$ cat src/rtl/circulant_router_param.sv
// circulant_router_param: buffered node router for the circulant C(N_NODES; S1, S1+1).
// Define ADAPTIVE_ROUTE_EN to let a head blocked on its r1 output take an r2 hop instead.
module circulant_router_param #(
  parameter int  N_NODES = 81,
  parameter int  S1      = 6,
  parameter int  NODE_W  = 7,
  parameter int  STEP_W  = 7,
  parameter int  DATA_W  = 8,
  parameter int  DEPTH   = 4,
  localparam int FLIT_W  = 2*STEP_W + DATA_W
) (
  input  logic                clk,
  input  logic                rst,
  input  logic [NODE_W-1:0]   router_name,
  input  logic                loc_in_valid,
  output logic                loc_in_ready,
  input  logic [NODE_W-1:0]   loc_in_dst,
  input  logic [DATA_W-1:0]   loc_in_payload,
  input  logic [3:0]          link_in_valid,
  output logic [3:0]          link_in_ready,
  input  logic [4*FLIT_W-1:0] link_in_flit,
  output logic [3:0]          link_out_valid,
  input  logic [3:0]          link_out_ready,
  output logic [4*FLIT_W-1:0] link_out_flit,
  output logic                loc_out_valid,
  input  logic                loc_out_ready,
  output logic [DATA_W-1:0]   loc_out_payload
);

  localparam int AW = $clog2(DEPTH);
  localparam logic signed [STEP_W-1:0] ONE  = STEP_W'(1);
  localparam logic signed [STEP_W-1:0] ZERO = '0;

  logic [4:0]             in_valid, in_ready, push, pop;
  logic [4:0][FLIT_W-1:0] in_flit;
  logic [4:0]             head_valid;
  logic [4:0][FLIT_W-1:0] head_flit;
  logic [4:0][2:0]        target;
  logic [4:0][FLIT_W-1:0] upd_flit;

  logic [4:0]             out_valid_reg, out_ready, can_load;
  logic [3:0][FLIT_W-1:0] out_flit_reg;
  logic [DATA_W-1:0]      loc_payload_reg;
  logic [4:0][2:0]        ptr_reg;
  logic [4:0]             gnt_valid;
  logic [4:0][2:0]        gnt_idx;

  // Route computation for locally injected packets
  int                d_int, alpha, beta;
  logic              neg, loc_drop;
  logic [STEP_W-1:0] loc_r1, loc_r2;

  always_comb begin
    loc_drop = (int'(loc_in_dst) >= N_NODES);
    neg      = 1'b0;
    d_int    = int'(loc_in_dst) - int'(router_name);
    if (d_int < 0) d_int = d_int + N_NODES;
    if (d_int > (N_NODES >> 1)) begin
      d_int = N_NODES - d_int;
      neg   = 1'b1;
    end
    beta  = d_int % S1;
    alpha = d_int / S1 - beta;
    // Rebalance so neither step count strays far past one generator's worth
    if (alpha < beta - S1) begin
      alpha = alpha + S1 + 1;
      beta  = beta - S1;
    end else if (alpha > S1) begin
      alpha = alpha - (S1 + 1);
      beta  = beta + S1;
    end
    loc_r1 = STEP_W'(neg ? -alpha : alpha);
    loc_r2 = STEP_W'(neg ? -beta : beta);
  end

  assign in_valid      = {loc_in_valid, link_in_valid};
  assign in_flit[4]    = {loc_r1, loc_r2, loc_in_payload};
  assign push          = in_valid & in_ready & {~loc_drop, 4'hf};
  assign loc_in_ready  = in_ready[4];
  assign link_in_ready = in_ready[3:0];

  for (genvar gi = 0; gi < 4; gi++) begin : g_link_io
    assign in_flit[gi] = link_in_flit[gi*FLIT_W +: FLIT_W];
    assign link_out_flit[gi*FLIT_W +: FLIT_W] = out_flit_reg[gi];
  end

  // Input FIFOs: array storage plus a registered head entry that feeds arbitration
  for (genvar gi = 0; gi < 5; gi++) begin : g_fifo
    logic [FLIT_W-1:0] mem [DEPTH];
    logic [AW-1:0]     wr_ptr_reg, rd_ptr_reg;
    logic [AW:0]       mem_count_reg, occ;
    logic              head_valid_reg, load_head;
    logic [FLIT_W-1:0] head_reg;

    assign occ          = mem_count_reg + {{AW{1'b0}}, head_valid_reg};
    assign in_ready[gi] = (occ < (AW+1)'(DEPTH));
    assign load_head    = (mem_count_reg != '0) && (!head_valid_reg || pop[gi]);
    assign head_valid[gi] = head_valid_reg;
    assign head_flit[gi]  = head_reg;

    always_ff @(posedge clk) begin
      if (push[gi]) mem[wr_ptr_reg] <= in_flit[gi];
      if (load_head) head_reg <= mem[rd_ptr_reg];
    end

    always_ff @(posedge clk) begin
      if (rst) begin
        wr_ptr_reg     <= '0;
        rd_ptr_reg     <= '0;
        mem_count_reg  <= '0;
        head_valid_reg <= 1'b0;
      end else begin
        if (push[gi]) wr_ptr_reg <= wr_ptr_reg + 1'b1;
        if (load_head) begin
          rd_ptr_reg     <= rd_ptr_reg + 1'b1;
          head_valid_reg <= 1'b1;
        end else if (pop[gi]) begin
          head_valid_reg <= 1'b0;
        end
        mem_count_reg <= mem_count_reg + {{AW{1'b0}}, push[gi]} - {{AW{1'b0}}, load_head};
      end
    end
  end

`ifdef ADAPTIVE_ROUTE_EN
  logic [4:0] out_blocked;
  assign out_blocked = out_valid_reg & ~out_ready;
`endif

  // Head decode: pick the output and the decremented step counters
  for (genvar gi = 0; gi < 5; gi++) begin : g_decode
    logic signed [STEP_W-1:0] r1, r2;
    logic [DATA_W-1:0]        pay;
    logic [2:0]               tgt;
    logic [FLIT_W-1:0]        upd;

    assign r1  = head_flit[gi][FLIT_W-1 -: STEP_W];
    assign r2  = head_flit[gi][DATA_W +: STEP_W];
    assign pay = head_flit[gi][DATA_W-1:0];

    always_comb begin
      tgt = 3'd4;
      upd = head_flit[gi];
      if (r1 > ZERO) begin
        tgt = 3'd0;
        upd = {r1 - ONE, r2, pay};
      end else if (r1 < ZERO) begin
        tgt = 3'd2;
        upd = {r1 + ONE, r2, pay};
      end else if (r2 > ZERO) begin
        tgt = 3'd1;
        upd = {r1, r2 - ONE, pay};
      end else if (r2 < ZERO) begin
        tgt = 3'd3;
        upd = {r1, r2 + ONE, pay};
      end
`ifdef ADAPTIVE_ROUTE_EN
      if ((r1 != ZERO) && (r2 != ZERO) && out_blocked[tgt]) begin
        tgt = (r2 > ZERO) ? 3'd1 : 3'd3;
        upd = {r1, (r2 > ZERO) ? r2 - ONE : r2 + ONE, pay};
      end
`endif
    end

    assign target[gi]   = tgt;
    assign upd_flit[gi] = upd;
  end

  // Round-robin arbitration per output; a head targets one output, so pops never collide
  assign out_ready = {loc_out_ready, link_out_ready};
  assign can_load  = ~out_valid_reg | out_ready;

  int idx;
  always_comb begin
    gnt_valid = '0;
    gnt_idx   = '0;
    pop       = '0;
    idx       = 0;
    for (int o = 0; o < 5; o++) begin
      for (int k = 0; k < 5; k++) begin
        idx = int'(ptr_reg[o]) + k;
        if (idx >= 5) idx = idx - 5;
        if (can_load[o] && !gnt_valid[o] && head_valid[idx] && (target[idx] == 3'(o))) begin
          gnt_valid[o] = 1'b1;
          gnt_idx[o]   = 3'(idx);
          pop[idx]     = 1'b1;
        end
      end
    end
  end

  always_ff @(posedge clk) begin
    if (rst) begin
      out_valid_reg   <= '0;
      out_flit_reg    <= '0;
      loc_payload_reg <= '0;
      ptr_reg         <= '0;
    end else begin
      for (int o = 0; o < 5; o++) begin
        if (gnt_valid[o]) begin
          out_valid_reg[o] <= 1'b1;
          ptr_reg[o]       <= (gnt_idx[o] == 3'd4) ? 3'd0 : gnt_idx[o] + 3'd1;
        end else if (out_ready[o]) begin
          out_valid_reg[o] <= 1'b0;
        end
      end
      for (int o = 0; o < 4; o++) begin
        if (gnt_valid[o]) out_flit_reg[o] <= upd_flit[gnt_idx[o]];
      end
      if (gnt_valid[4]) loc_payload_reg <= upd_flit[gnt_idx[4]][DATA_W-1:0];
    end
  end

  assign link_out_valid  = out_valid_reg[3:0];
  assign loc_out_valid   = out_valid_reg[4];
  assign loc_out_payload = loc_payload_reg;

endmodule

$ cat config.mk
export PLATFORM = sky130hd
export DESIGN_NAME = circulant_router_param
export DESIGN_NICKNAME = d
export VERILOG_FILES = /design/src/rtl/circulant_router_param.sv
export SDC_FILE = /design/constraint.sdc
export NUM_CORES = 1
export LEC_CHECK = 0
export CAP_MARGIN = 25
export CORE_MARGIN = 3
export CORE_UTILIZATION = 30
export CTS_BUF_LIST = sky130_fd_sc_hd__clkbuf_16
export DETAILED_ROUTE_END_ITERATION = 8
export GPL_ROUTABILITY_DRIVEN = 0
export MAX_ROUTING_LAYER = met4
export PLACE_DENSITY_LB_ADDON = 0.08
export SYNTH_ARGS = -nofsm -noshare
export SYNTH_HDL_FRONTEND = slang
export SYNTH_SLANG_ARGS = --single-unit
$ cat constraint.sdc
create_clock -name clk -period 29.2 [get_ports clk]
set_clock_uncertainty 0.2 [all_clocks]
set_input_delay 4.38 -clock clk [delete_from_list [all_inputs] [get_ports clk]]
set_output_delay 4.38 -clock clk [all_outputs]
set_load 0.02 [all_outputs]
---- Word level (Yosys, flattened, before mapping) ----
Memory sizes are Yosys's and may differ from the RTL's. A register that Yosys moved wholly into a read port is not among the register bits.
Index checks and enable logic that the tools add are counted.
operators by class
  order comparisons ....................... 110
  equality and inequality tests ........... 25
  add/subtract/negate cells ............... 106
  bitwise gates (word level) .............. 29
  mux-type cells .......................... 394
  reduce and logical (&&, ||, !) cells .... 150
  div/mod/pow operators ................... 2
operators with widths
  cell                   count
  $mux 32                27
  $ge 32x1->1 const B    25
  $lt 32x5->1 const B    25
  $bmux 22 s3            5
  $mux 22                14
  $mux 3                 100
  $bmux 3 s3             25
  $mux 15                10
  $mux 1                 131
  $mux 5                 25
  $or 5x5->5             25
  $logic_and 1x1->1      100
  $sub 4x3->5 const B    20
  $ge 4x3->1 const B     20
  $add 7x2->7 const B    11
  $bmux 1 s3             25
  $demux 1 s3            25
  $gt 7x1->1 const B     10
  $lt 7x1->1 const B     10
  $sub 7x2->7 const B    10
  $mux 7                 6
  $add 3x2->4 const B    10
  $div 32x4->32 const B  1
  $gt 32x4->1 const B    1
  other kinds (35)       155
word-level totals
  input port bits ......................... 122
  logic and storage cells ................. 856
  output and inout bits ................... 106
  memories ................................ 5
  bits in writable memories ............... 440
  register bits ........................... 156
memories
  name           words  width  rd ports  clocked after memory_dff  wr ports  RTL line  source
  g_fifo[0].mem  4      22     1         1                         1         89        logic [FLIT_W-1:0] mem [DEPTH];
  g_fifo[1].mem  4      22     1         1                         1         89
  g_fifo[2].mem  4      22     1         1                         1         89
  g_fifo[3].mem  4      22     1         1                         1         89
  g_fifo[4].mem  4      22     1         1                         1         89

---- Depth between registers and ports, before layout ----
  depth in word-level cells ............... 74
  gate-level depth with buffers ........... 94
  gate-level depth less buffers ........... 85

---- Worst setup path before layout ----
OpenSTA, ideal clock, no wires.
  path kind ............................... input -> register
  from .................................... input port router_name[4]
  to ...................................... memory g_fifo[4].mem[0][21] (netlist name), data pin
  stages .................................. 85
  data arrival time ....................... 21222 ps
  path buffers ............................ 9
  data required time ...................... 28726 ps
  setup slack ............................. 7505 ps
  setup time .............................. 274 ps
  path through ............................ inv_1 > ha_1 > a21o_1 > nor3_2 > a21o_1 > buf_2 > nand2_1 > xor2_1 > ha_1 > a21oi_1 > o221a_2 > a211oi_1 > o21ai_0 > ha_1 > nand2_1 > nor2_1 > nand4_1 > or4_1 > (+49 left out) > o21ba_1 > o21ai_0 > a21oi_1 > xnor2_1 > ha_1 > and3_2 > nor4bb_1 > a31oi_1 > o21ai_1 > or3_1 > buf_6 > nand2_4 > nand2_1 > xnor2_1 > inv_1 > ha_1 > a41oi_1 > xnor2_1
RTL lines
  element      RTL line  source
  from (decl)  14        input logic [NODE_W-1:0] router_name,
  to (decl)    89

==> flow_summary.yaml <==
status:
  outcome: "complete, no violations"
setup_path:
  path_buf_inv: 5
  cp-end-kind: "register"
  cpPeakStageDelay_ps: 660
  critPathMaxFanout: 17
  critPathSlowestCell: "nor3_2"
  reg2reg_to: "g_fifo[3].mem_count_reg[2]"
  worst_setup_path_start_kind: "primary input"
  critPathTopFamily: "compound AO/OA/AOI/OAI gates"
  worstRegToRegCells: 31
  regToRegStartpoint: "ptr_reg[9]"
  crit_top_cell: "o21ai_0"
  worstPathRequired_ps: 29390
  regToRegSetupSlack_ps: 20640
  critPathKind: "primary input to register"
  crit_arrival_ps: 24890
sta:
  rsz0062_at_grt: "false"
  setup_tns_ps: 0
  fmax_ghz: 0.04048
  finalHoldViolCount: 0
  fin_ws_ps: 4497
  maxSlewHeadroom_pct: 24.75
  period_share_pct: 84.60
  drv_slew: 0
  tightest_slew_ps: 1124
  finalCriticalPeriod_ps: 24700
  setup-violations-final: 0
die:
  fp.dieArea_sq_um: 165300
  core.rowCount: 146
  io_pins: 228
  initial_utilization_pct: 30.30
  fp.dieH_microns: 406.6
  fp.coreArea_sq_um: 158900
  die_w_microns: 406.6
clocking:
  cts-root-buf: "clkbuf_16"
  tritoncts: "yes"
  cts_hold_buf: 0
  insertion_delay_ps: 680
  clk_pin_slew_ps: 60
  postCtsResizedCells: 0
  cts_max_level: 3
  post-cts-setup-buffers: 0
  clock_path_buffers: 3
  cts.sinks: 706
  numCtsBuffers: 83
routing:
  wl_per_cell_microns: 24.10
  first_iter_violations: 3562
  first_pass_iters: 6
  ant_nets: 0
  drc: 0
  drt-total-wl_microns: 174600
  vias: 39980
  viasPerCell: 5.517
min_path:
  hold_start: "link_out_flit[86]"
  holdPathStages: 1
  hold_path_end: "link_out_flit[86]"
  holdCritPathClass: "register to register"
yosys:
  synthTopCellsByArea: "edfxtp_1, mux4_2, dfxtp_1"
  syn_avg_cell_area_sq_um: 9.767
  synth_common_cells: "nor2_1, edfxtp_1, nand2_1, a21oi_1, o21ai_0"
  syn_area_sq_um: 48150
  synth_seq_area_share_pct: 40.79
  yosysUniqueCellTypes: 137
  synth_fp_nets: 5268
  synth_warnings: 0
  synth_top_flop_cell: "edfxtp_1"
  yosysTopAreaCellShare_pct: 34.30
  synth_cells: 4930
  synth.most_common_cell: "nor2_1"
  synth-edff-count: 550
  yosys.area.top_type: "edfxtp_1"
  ys_ff_latch: 706
  async_flop_share_pct: 0
grt:
  track_usage_pct: 21.30
  antenna_found_initial: 8
  grt_pass1_vias: 38520
  grt_pass1_wl_microns: 259000
  overflow: 0
  grt_max_degree: 92
layout:
  regArea_sq_um: 19640
  area_delta_synth_final_pct: 15.79
  nNetsFinal: 5437
  multi_input_area_sq_um: 26820
  num-fill-cells: 16110
  largest_register_ffs: 440
  drive_above_1_share_pct: 10.58
  post-route-util_pct: 35.08
place:
  preCtsSetupSlack_ps: 3613
  place_hpwl_microns: 132000
  numPortBuffers: 227
job:
  cap_viol_max_count: 0
worst reg2reg max path: cells and delay by family, from the launching register on:
kind / cells / cell delay (ps)
AOI/OAI and AO/OA: 10 / 2640
xor gates and xnor gates: 3 / 620
adders and majority gates: 5 / 1450
buffers and inverters: 6 / 1190
DFF: 1 / 760
and+or+nand+nor: 7 / 1550
logic make-up after synthesis:
family | after synthesis | share of synthesized area, %
AO/OA/AOI/OAI | 1292 | 18.06
XOR/XNOR | 258 | 4.810
adder cells (fa/ha/maj) | 224 | 5.969
buffers and inverters | 450 | 3.807
flip-flops | 706 | 40.79
multiplexers | 304 | 10.05
AND/OR/NAND/NOR | 1696 | 16.52
area by class of cell:
cell class                      instances  area share [%]
Multi-Input combinational cell       3774           48.10
Tap cell                             2072           4.650
Clock inverter                         72           1.272
Antenna cell                            4         0.01795
Sequential cell                       706           35.23
Timing Repair Buffer                  343           5.678
Clock buffer                           84           3.770
Inverter                              191           1.286
how the worst max path moves through the flow:
| stage | from | endpoint | slack [ps] | cells after the start |
|---|---|---|---|---|
| finish | router_name[4] | g_fifo[4].mem[1][21] | 4500 | 83 |
| global route | router_name[4] | g_fifo[4].mem[2][14] | 2440 | 82 |
| CTS | router_name[4] | g_fifo[4].mem[2][21] | 4260 | 83 |
| detailed placement | router_name[4] | g_fifo[4].mem[3][21] | 3610 | 82 |
| global placement | router_name[4] | g_fifo[4].mem[1][21] | 3950 | 82 |
| floorplan | router_name[4] | g_fifo[4].mem[0][21] | 7500 | 85 |
layout by cell type, fill, tap and decap left out, types with 127 or more instances in the layout:
cell	n
o21ai_0	234
inv_1	195
nand2_1	446
edfxtp_1	550
dfxtp_1	154
mux2i_1	143
ha_1	204
clkdlybuf4s50_1	226
nor3_1	127
xnor2_1	169
a21oi_1	339
mux4_2	141
nor2_1	565
per-layer routing:
layer / GRT usage [%] / share of wire, %
met2: 33.41 / 46
met1: 29.39 / 47
met3: 2.006 / 4.2
met4: 5.946 / 2.8
met5: - / 0
through the flow:
step	instances	cell area (sq um)	hold WS, ps
3_3_place_gp	7081	52870	240.4
3_5_place_dp	7084	52900	242.7
5_1_grt	7246	55750	270.1
6_report	7246	55750	255.0
4_1_cts	7240	55710	261.5
2_1_floorplan	4930	48150	269.2
Power is not shown: default switching activity piles up to over one toggle a cycle in this logic, so the estimate is an artifact.
